`src/rtl/pi1_rrarb_if.sv`:
```
// Bus bundle between MASTERCOUNT pi1 masters, the round-robin arbiter and one pi1 slave.
// The master modport is the arbiter's view; the slave modport is the surrounding fabric.
interface pi1_rrarb_if #(
    parameter int unsigned MASTERCOUNT = 2,
    parameter int unsigned ARCHBITSZ   = 32
);
    localparam int unsigned SELBITSZ  = ARCHBITSZ / 8;
    localparam int unsigned ADDRBITSZ = ARCHBITSZ - $clog2(SELBITSZ);

    logic [2*MASTERCOUNT-1:0]         m_op_i;
    logic [ADDRBITSZ*MASTERCOUNT-1:0] m_addr_i;
    logic [ARCHBITSZ*MASTERCOUNT-1:0] m_data_i;
    logic [SELBITSZ*MASTERCOUNT-1:0]  m_sel_i;
    logic [ARCHBITSZ-1:0]             m_data_o;
    logic [MASTERCOUNT-1:0]           m_rdy_o;
    logic [1:0]                       s_op_o;
    logic [ADDRBITSZ-1:0]             s_addr_o;
    logic [ARCHBITSZ-1:0]             s_data_o;
    logic [SELBITSZ-1:0]              s_sel_o;
    logic [ARCHBITSZ-1:0]             s_data_i;
    logic                             s_rdy_i;

    modport master (
        input  m_op_i, m_addr_i, m_data_i, m_sel_i, s_data_i, s_rdy_i,
        output m_data_o, m_rdy_o, s_op_o, s_addr_o, s_data_o, s_sel_o
    );

    modport slave (
        output m_op_i, m_addr_i, m_data_i, m_sel_i, s_data_i, s_rdy_i,
        input  m_data_o, m_rdy_o, s_op_o, s_addr_o, s_data_o, s_sel_o
    );
endinterface

```
`src/rtl/pi1_rrarb.sv`:
```
// Round-robin arbiter sharing one pi1 slave port among MASTERCOUNT masters.
// Payloads are not latched: the granted master's inputs are muxed straight through in XFER.
module pi1_rrarb #(
    parameter  int unsigned MASTERCOUNT = 2,
    parameter  int unsigned ARCHBITSZ   = 32,
    localparam int unsigned GNTBITSZ    = $clog2(MASTERCOUNT)
) (
    input  logic                clk_i,
    input  logic                rst_i,
    pi1_rrarb_if.master         bus,
    output logic [GNTBITSZ-1:0] gnt_o,
    output logic                busy_o
);
    localparam int unsigned SELBITSZ  = ARCHBITSZ / 8;
    localparam int unsigned ADDRBITSZ = ARCHBITSZ - $clog2(SELBITSZ);
    localparam logic [1:0]  OP_NOOP   = 2'd0;
    localparam logic [1:0]  OP_WR     = 2'd1;

    typedef enum logic [1:0] {IDLE, XFER, RESP} state_t;

    state_t                 r_state, w_state_nxt;
    logic [GNTBITSZ-1:0]    r_gnt, w_gnt_nxt;
    logic [GNTBITSZ-1:0]    r_last, w_last_nxt;
    logic [GNTBITSZ-1:0]    w_rr_gnt;
    logic                   w_rr_found;
    logic [1:0]             w_op;
    logic [ADDRBITSZ-1:0]   w_addr;
    logic [ARCHBITSZ-1:0]   w_data;
    logic [SELBITSZ-1:0]    w_sel;
    logic [MASTERCOUNT-1:0] w_rdy;

    always_comb begin
        w_op   = '0;
        w_addr = '0;
        w_data = '0;
        w_sel  = '0;
        for (int unsigned i = 0; i < MASTERCOUNT; i++) begin
            if (r_gnt == GNTBITSZ'(i)) begin
                w_op   = bus.m_op_i[2*i +: 2];
                w_addr = bus.m_addr_i[ADDRBITSZ*i +: ADDRBITSZ];
                w_data = bus.m_data_i[ARCHBITSZ*i +: ARCHBITSZ];
                w_sel  = bus.m_sel_i[SELBITSZ*i +: SELBITSZ];
            end
        end
    end

    // Search starts one past the last completed grant and wraps, so the first hit is the fairest.
    always_comb begin
        int unsigned idx;
        idx        = 0;
        w_rr_gnt   = r_gnt;
        w_rr_found = 1'b0;
        for (int unsigned k = 1; k <= MASTERCOUNT; k++) begin
            idx = (32'(r_last) + k) % MASTERCOUNT;
            if (!w_rr_found && bus.m_op_i[2*idx +: 2] != OP_NOOP) begin
                w_rr_found = 1'b1;
                w_rr_gnt   = GNTBITSZ'(idx);
            end
        end
    end

    always_comb begin
        w_state_nxt  = r_state;
        w_gnt_nxt    = r_gnt;
        w_last_nxt   = r_last;
        w_rdy        = '0;
        bus.s_op_o   = '0;
        bus.s_addr_o = '0;
        bus.s_data_o = '0;
        bus.s_sel_o  = '0;
        case (r_state)
            IDLE: begin
                if (w_rr_found) begin
                    w_gnt_nxt   = w_rr_gnt;
                    w_state_nxt = XFER;
                end
            end
            XFER: begin
                bus.s_op_o   = w_op;
                bus.s_addr_o = w_addr;
                bus.s_data_o = w_data;
                bus.s_sel_o  = w_sel;
                if (w_op == OP_NOOP) begin
                    w_state_nxt = IDLE;
                end else if (bus.s_rdy_i) begin
                    if (w_op == OP_WR) begin
                        w_rdy       = MASTERCOUNT'(1) << r_gnt;
                        w_last_nxt  = r_gnt;
                        w_state_nxt = IDLE;
                    end else begin
                        w_state_nxt = RESP;
                    end
                end
            end
            RESP: begin
                if (bus.s_rdy_i) begin
                    w_rdy       = MASTERCOUNT'(1) << r_gnt;
                    w_last_nxt  = r_gnt;
                    w_state_nxt = IDLE;
                end
            end
            default: w_state_nxt = IDLE;
        endcase
    end

    // Reset abandons an in-flight transfer, so the completion strobe is suppressed in that cycle.
    assign bus.m_rdy_o  = rst_i ? '0 : w_rdy;
    assign bus.m_data_o = bus.s_data_i;
    assign gnt_o        = r_gnt;
    assign busy_o       = (r_state != IDLE);

    always_ff @(posedge clk_i) begin
        if (rst_i) begin
            r_state <= IDLE;
            r_gnt   <= '0;
            r_last  <= GNTBITSZ'(MASTERCOUNT - 1);
        end else begin
            r_state <= w_state_nxt;
            r_gnt   <= w_gnt_nxt;
            r_last  <= w_last_nxt;
        end
    end
endmodule

```
`src/flat_wrapper.sv`:
```
// flat-port wrapper written by rule: the top's interface ports become plain ports
module pi1_rrarb_flat 
#(
    parameter  int unsigned MASTERCOUNT = 2,
    parameter  int unsigned ARCHBITSZ   = 32,
    localparam int unsigned GNTBITSZ    = $clog2(MASTERCOUNT)
)
  (clk_i, rst_i, gnt_o, busy_o, bus_m_op_i, bus_m_addr_i, bus_m_data_i, bus_m_sel_i, bus_s_data_i, bus_s_rdy_i, bus_m_data_o, bus_m_rdy_o, bus_s_op_o, bus_s_addr_o, bus_s_data_o, bus_s_sel_o);
  pi1_rrarb_if #(.MASTERCOUNT(MASTERCOUNT), .ARCHBITSZ(ARCHBITSZ)) bus_i ();
  input  logic clk_i;
  input  logic rst_i;
  output logic [GNTBITSZ-1:0] gnt_o;
  output logic busy_o;
  input wire logic [$bits(bus_i.m_op_i)-1:0] bus_m_op_i;
  input wire logic [$bits(bus_i.m_addr_i)-1:0] bus_m_addr_i;
  input wire logic [$bits(bus_i.m_data_i)-1:0] bus_m_data_i;
  input wire logic [$bits(bus_i.m_sel_i)-1:0] bus_m_sel_i;
  input wire logic [$bits(bus_i.s_data_i)-1:0] bus_s_data_i;
  input wire logic [$bits(bus_i.s_rdy_i)-1:0] bus_s_rdy_i;
  output wire logic [$bits(bus_i.m_data_o)-1:0] bus_m_data_o;
  output wire logic [$bits(bus_i.m_rdy_o)-1:0] bus_m_rdy_o;
  output wire logic [$bits(bus_i.s_op_o)-1:0] bus_s_op_o;
  output wire logic [$bits(bus_i.s_addr_o)-1:0] bus_s_addr_o;
  output wire logic [$bits(bus_i.s_data_o)-1:0] bus_s_data_o;
  output wire logic [$bits(bus_i.s_sel_o)-1:0] bus_s_sel_o;
  assign bus_i.m_op_i = bus_m_op_i;
  assign bus_i.m_addr_i = bus_m_addr_i;
  assign bus_i.m_data_i = bus_m_data_i;
  assign bus_i.m_sel_i = bus_m_sel_i;
  assign bus_i.s_data_i = bus_s_data_i;
  assign bus_i.s_rdy_i = bus_s_rdy_i;
  assign bus_m_data_o = bus_i.m_data_o;
  assign bus_m_rdy_o = bus_i.m_rdy_o;
  assign bus_s_op_o = bus_i.s_op_o;
  assign bus_s_addr_o = bus_i.s_addr_o;
  assign bus_s_data_o = bus_i.s_data_o;
  assign bus_s_sel_o = bus_i.s_sel_o;
  pi1_rrarb #(.MASTERCOUNT(MASTERCOUNT), .ARCHBITSZ(ARCHBITSZ)) u_core (.clk_i(clk_i), .rst_i(rst_i), .bus(bus_i), .gnt_o(gnt_o), .busy_o(busy_o));
endmodule
```
`config.mk`:
```
export PLATFORM = sky130hd
export DESIGN_NAME = pi1_rrarb_flat
export DESIGN_NICKNAME = d
export VERILOG_FILES = /design/src/rtl/pi1_rrarb_if.sv /design/src/rtl/pi1_rrarb.sv /design/src/flat_wrapper.sv
export SDC_FILE = /design/constraint.sdc
export NUM_CORES = 1
export LEC_CHECK = 0
export BUFFER_PORTS_ARGS = -buffer_cell sky130_fd_sc_hd__buf_4
export CAP_MARGIN = 40
export CORE_AREA = 2 2 105 107
export CTS_CLUSTER_SIZE = 28
export DETAILED_ROUTE_END_ITERATION = 16
export DIE_AREA = 0 0 107 109
export PLACE_DENSITY = 0.53
export SLEW_MARGIN = 40
export SYNTH_ARGS = -nofsm -noshare
export SYNTH_HDL_FRONTEND = slang
export SYNTH_SLANG_ARGS = --single-unit
```
`constraint.sdc`:
```
create_clock -name clk_i -period 2.18 [get_ports clk_i]
set_input_delay 0.327 -clock clk_i [delete_from_list [all_inputs] [get_ports clk_i]]
set_output_delay 0.327 -clock clk_i [all_outputs]
set_load 0.05 [all_outputs]
```
==> impl_metrics.csv <==
group,metric,value,unit
placement,place.gp.congestion,0.764,
detailed_routing,routed-via-count,2169,
logic_synthesis,ys_ff_latch,4,
placement,placed_cell_area,3120,µm²
logic_synthesis,ys.flop_type,"dfxtp_1",
global_routing,antenna_found_initial,0,
logic_synthesis,syn_area_per_cell,7.06,µm²
clock_tree,cts_resized,0,
layout,drive_above_1_share,56.7,%
logic_synthesis,synth_top_area_cell,"mux2i_1",
sta,post-route-period-util,88.8,%
worst_setup_path,crit_path_end_kind,"primary output",
power_and_ir_drop,ir_worst_vdd,0.000313,V
sta,rsz0062_at_grt,"false",
sta,hold_viol,0,
clock_tree,ctsHoldBuffers,0,
die,row_count,38,
global_routing,grt_pass1_wl,9690,µm
worst_setup_path,critical_path.max_fanout,10,
detailed_routing,via_per_inst,4.04,
die,die_w,107,µm
detailed_routing,totalWireLength,7000,µm
worst_setup_path,rr_endpoint,"u_core.r_state[1]",
logic_synthesis,yosysWarningCount,0,
layout,antenna_cells,0,
clock_tree,clkTransAtPathRegs,0.03,ns
logic_synthesis,netlist_instances,227,
worst_hold_path,min_path_type,"input pin to register",
detailed_routing,drt.antenna.violating_nets,0,
detailed_routing,firstDrtPassIters,4,
detailed_routing,drc,0,
power_and_ir_drop,p_sw_share,60.2,%
layout,syn2layout_area_growth,97.7,%
sta,worstMarginPinSlew,0.392,ns
logic_synthesis,synthArstFlopShare,0,%
clock_tree,cts_buffers,3,
layout,nets,572,
run,drv_cap,0,
logic_synthesis,yosys.area.top_type_share,43.7,%
die,die_h,109,µm
power_and_ir_drop,power_frac_comb,88.0,%
sta,fmax,517,MHz
global_routing,gr-usage-all-layers,10.3,%
global_routing,first_global_vias,1981,
worst_hold_path,min_path_cells,2,
clock_tree,tritoncts,"done",
placement,portBuffers,210,
die,start_util,15.1,%
sta,timing.setup.tns,0,ns
clock_tree,cts_root_buffer,"clkbuf_8",
power_and_ir_drop,switchingPower,1.47,mW
global_routing,overflow,0,
layout,stdcell_area,3170,µm²
sta,fin_crit,1.93,ns
worst_setup_path,worstRegToRegCells,4,
sta,setup-violations-final,0,
logic_synthesis,yosysSeqAreaShare,5.00,%
clock_tree,clkSinkCount,4,
worst_setup_path,r2r-start,"u_core.gnt_o",
power_and_ir_drop,sequentialPowerShare,5.1,%
power_and_ir_drop,power_density,772,nW/µm²
power_and_ir_drop,p_clk_share,6.8,%
logic_synthesis,synth_area_leaders,"mux2i_1 44%, nor2_1 17%, buf_4 15%, dfxtp_1 5.0%, buf_2 3.1%",
layout,fillers,1113,
clock_tree,postCtsSetupBuffers,0,
worst_setup_path,cp.arrival,1.61,ns
power_and_ir_drop,power_leakage,1.55,nW
worst_hold_path,hold_end,"u_core.gnt_o",
worst_setup_path,cp_data_required_time,1.85,ns
clock_tree,clk_path_buf_depth,2,
power_and_ir_drop,internal_power,973,µW
power_and_ir_drop,total_power,2.45,mW
outcome,outcome,"completed",
detailed_routing,drt_iter0_drc,82,
layout,stdcell_count,537,
placement,dp_cells,533,
die,die_area,11700,µm²
sta,holdWs,0.374,ns
sta,skew,0.00201,ns
detailed_routing,route.detailed.wl_per_inst,13.0,µm
logic_synthesis,yosysMostFrequentCell,"nor2_1",
worst_setup_path,start_kind,"register",
logic_synthesis,syn-cell-area,1600,µm²
worst_setup_path,rrSetupSlack,0.59,ns
die,core_area,10600,µm²
clock_tree,htreeDepth,1,
global_routing,grt_max_degree,38,
placement,dpl.hpwl,5980,µm
die,io_pins,275,
logic_synthesis,yosys-top-cells-count,"73 x nor2_1, 70 x mux2i_1, 32 x buf_4",
worst_hold_path,holdCritStartpoint,"rst_i",
clock_tree,worstSkewPairLatency,0.22,ns
logic_synthesis,synth_enable_flop_cells,0,
sta,final-max-slew-violation-count,0,
logic_synthesis,synth.net_count,401,
worst_setup_path,crit_type,"register to primary output",
sta,max_slew_margin,73.9,%
logic_synthesis,ys_types,23,
-- final cells by class --
cell class / count / area, µm² / area share [%]
repair buffers: 214 / 1630 / 51.5
well taps: 140 / 175 / 5.53
inverters: 4 / 15.0 / 0.474
multi-input cells: 171 / 1220 / 38.5
clock buffers: 4 / 45.0 / 1.42
flip-flops and latches: 4 / 83.8 / 2.65
-- stage by stage --
step | utilization [%] | worst slack [ns]
4_1_cts | 29.9 | 0.222
2_1_floorplan | - | 0.0720
3_3_place_gp | 29.5 | 0.457
6_report | 29.9 | 0.245
3_5_place_dp | 29.5 | 0.452
5_1_grt | 29.9 | 0.116
-- logic make-up (layout without fill, tap and decap cells) --
| family | count (synthesis) | in the layout | synth area share (%) |
|---|---|---|---|
| DFF | 4 | 4 | 5.00 |
| and+or+nand+nor | 89 | 89 | 23.8 |
| AOI/OAI and AO/OA | 8 | 8 | 3.75 |
| buffers and inverters | 52 | 222 | 20.5 |
| adders and majority gates | 3 | 3 | 2.34 |
| muxes | 71 | 71 | 44.7 |
-- layer usage --
metal	GRT usage [%]	wire length (µm)	vias up
li1	-	-	1068
met1	11.0	2420	959
met3	2.51	707	10
met4	2.23	109	0
met5	0	0	-
met2	20.5	3760	132
-- sequential cells by signal, indices dropped and copies added (netlist names) --
name / count
u_core.gnt_o: 1
u_core.r_state: 2
u_core.r_last: 1
-- power by group through the flow --
stage	Combinational, mW	Clock [mW]	Sequential [mW]
6_report	2.15	0.168	0.125
5_1_grt	2.27	0.175	0.130
4_1_cts	2.18	0.173	0.125
3_5_place_dp	2.18	0	0.127
3_3_place_gp	2.16	0	0.126
2_1_floorplan	1.63	0	0.121
-- worst max-delay path, cell delays in order (launching register included) --
cell     delay (ns)
dfxtp_4        0.44
and3b_1        0.21
o21ai_1        0.07
nor2b_1        0.19
nor4b_4        0.25
buf_4          0.23
-- how the worst max path moves through the flow --
stage,start,endpoint,cells after the start
2_1_floorplan,u_core.gnt_o,bus_s_data_o[25],4
3_3_place_gp,bus_m_op_i[3],bus_m_rdy_o[1],6
3_5_place_dp,bus_m_op_i[3],bus_m_rdy_o[1],6
4_1_cts,u_core.r_state[1],bus_s_addr_o[10],6
5_1_grt,u_core.r_state[1],bus_s_addr_o[27],6
6_report,u_core.gnt_o,bus_m_rdy_o[1],5
-- cell usage in the layout (no fill, tap or decap) --
cell type	n
clkbuf_8	3
nor2b_1	2
ha_1	3
inv_2	1
nor3_1	5
a2111oi_2	1
nand2b_1	2
nand2_1	2
nor3b_2	1
a311oi_2	1
nor4_4	1
o21ai_1	2
inv_1	3
mux2i_1	70
clkbuf_1	1
and3b_1	1
buf_12	2
o21ai_0	3
nand3b_1	1
nor4b_4	1
a21oi_1	1
nor2_1	73
buf_4	212
dfxtp_1	3
mux2_4	1
dfxtp_4	1
(Power assumes the default switching activity.)
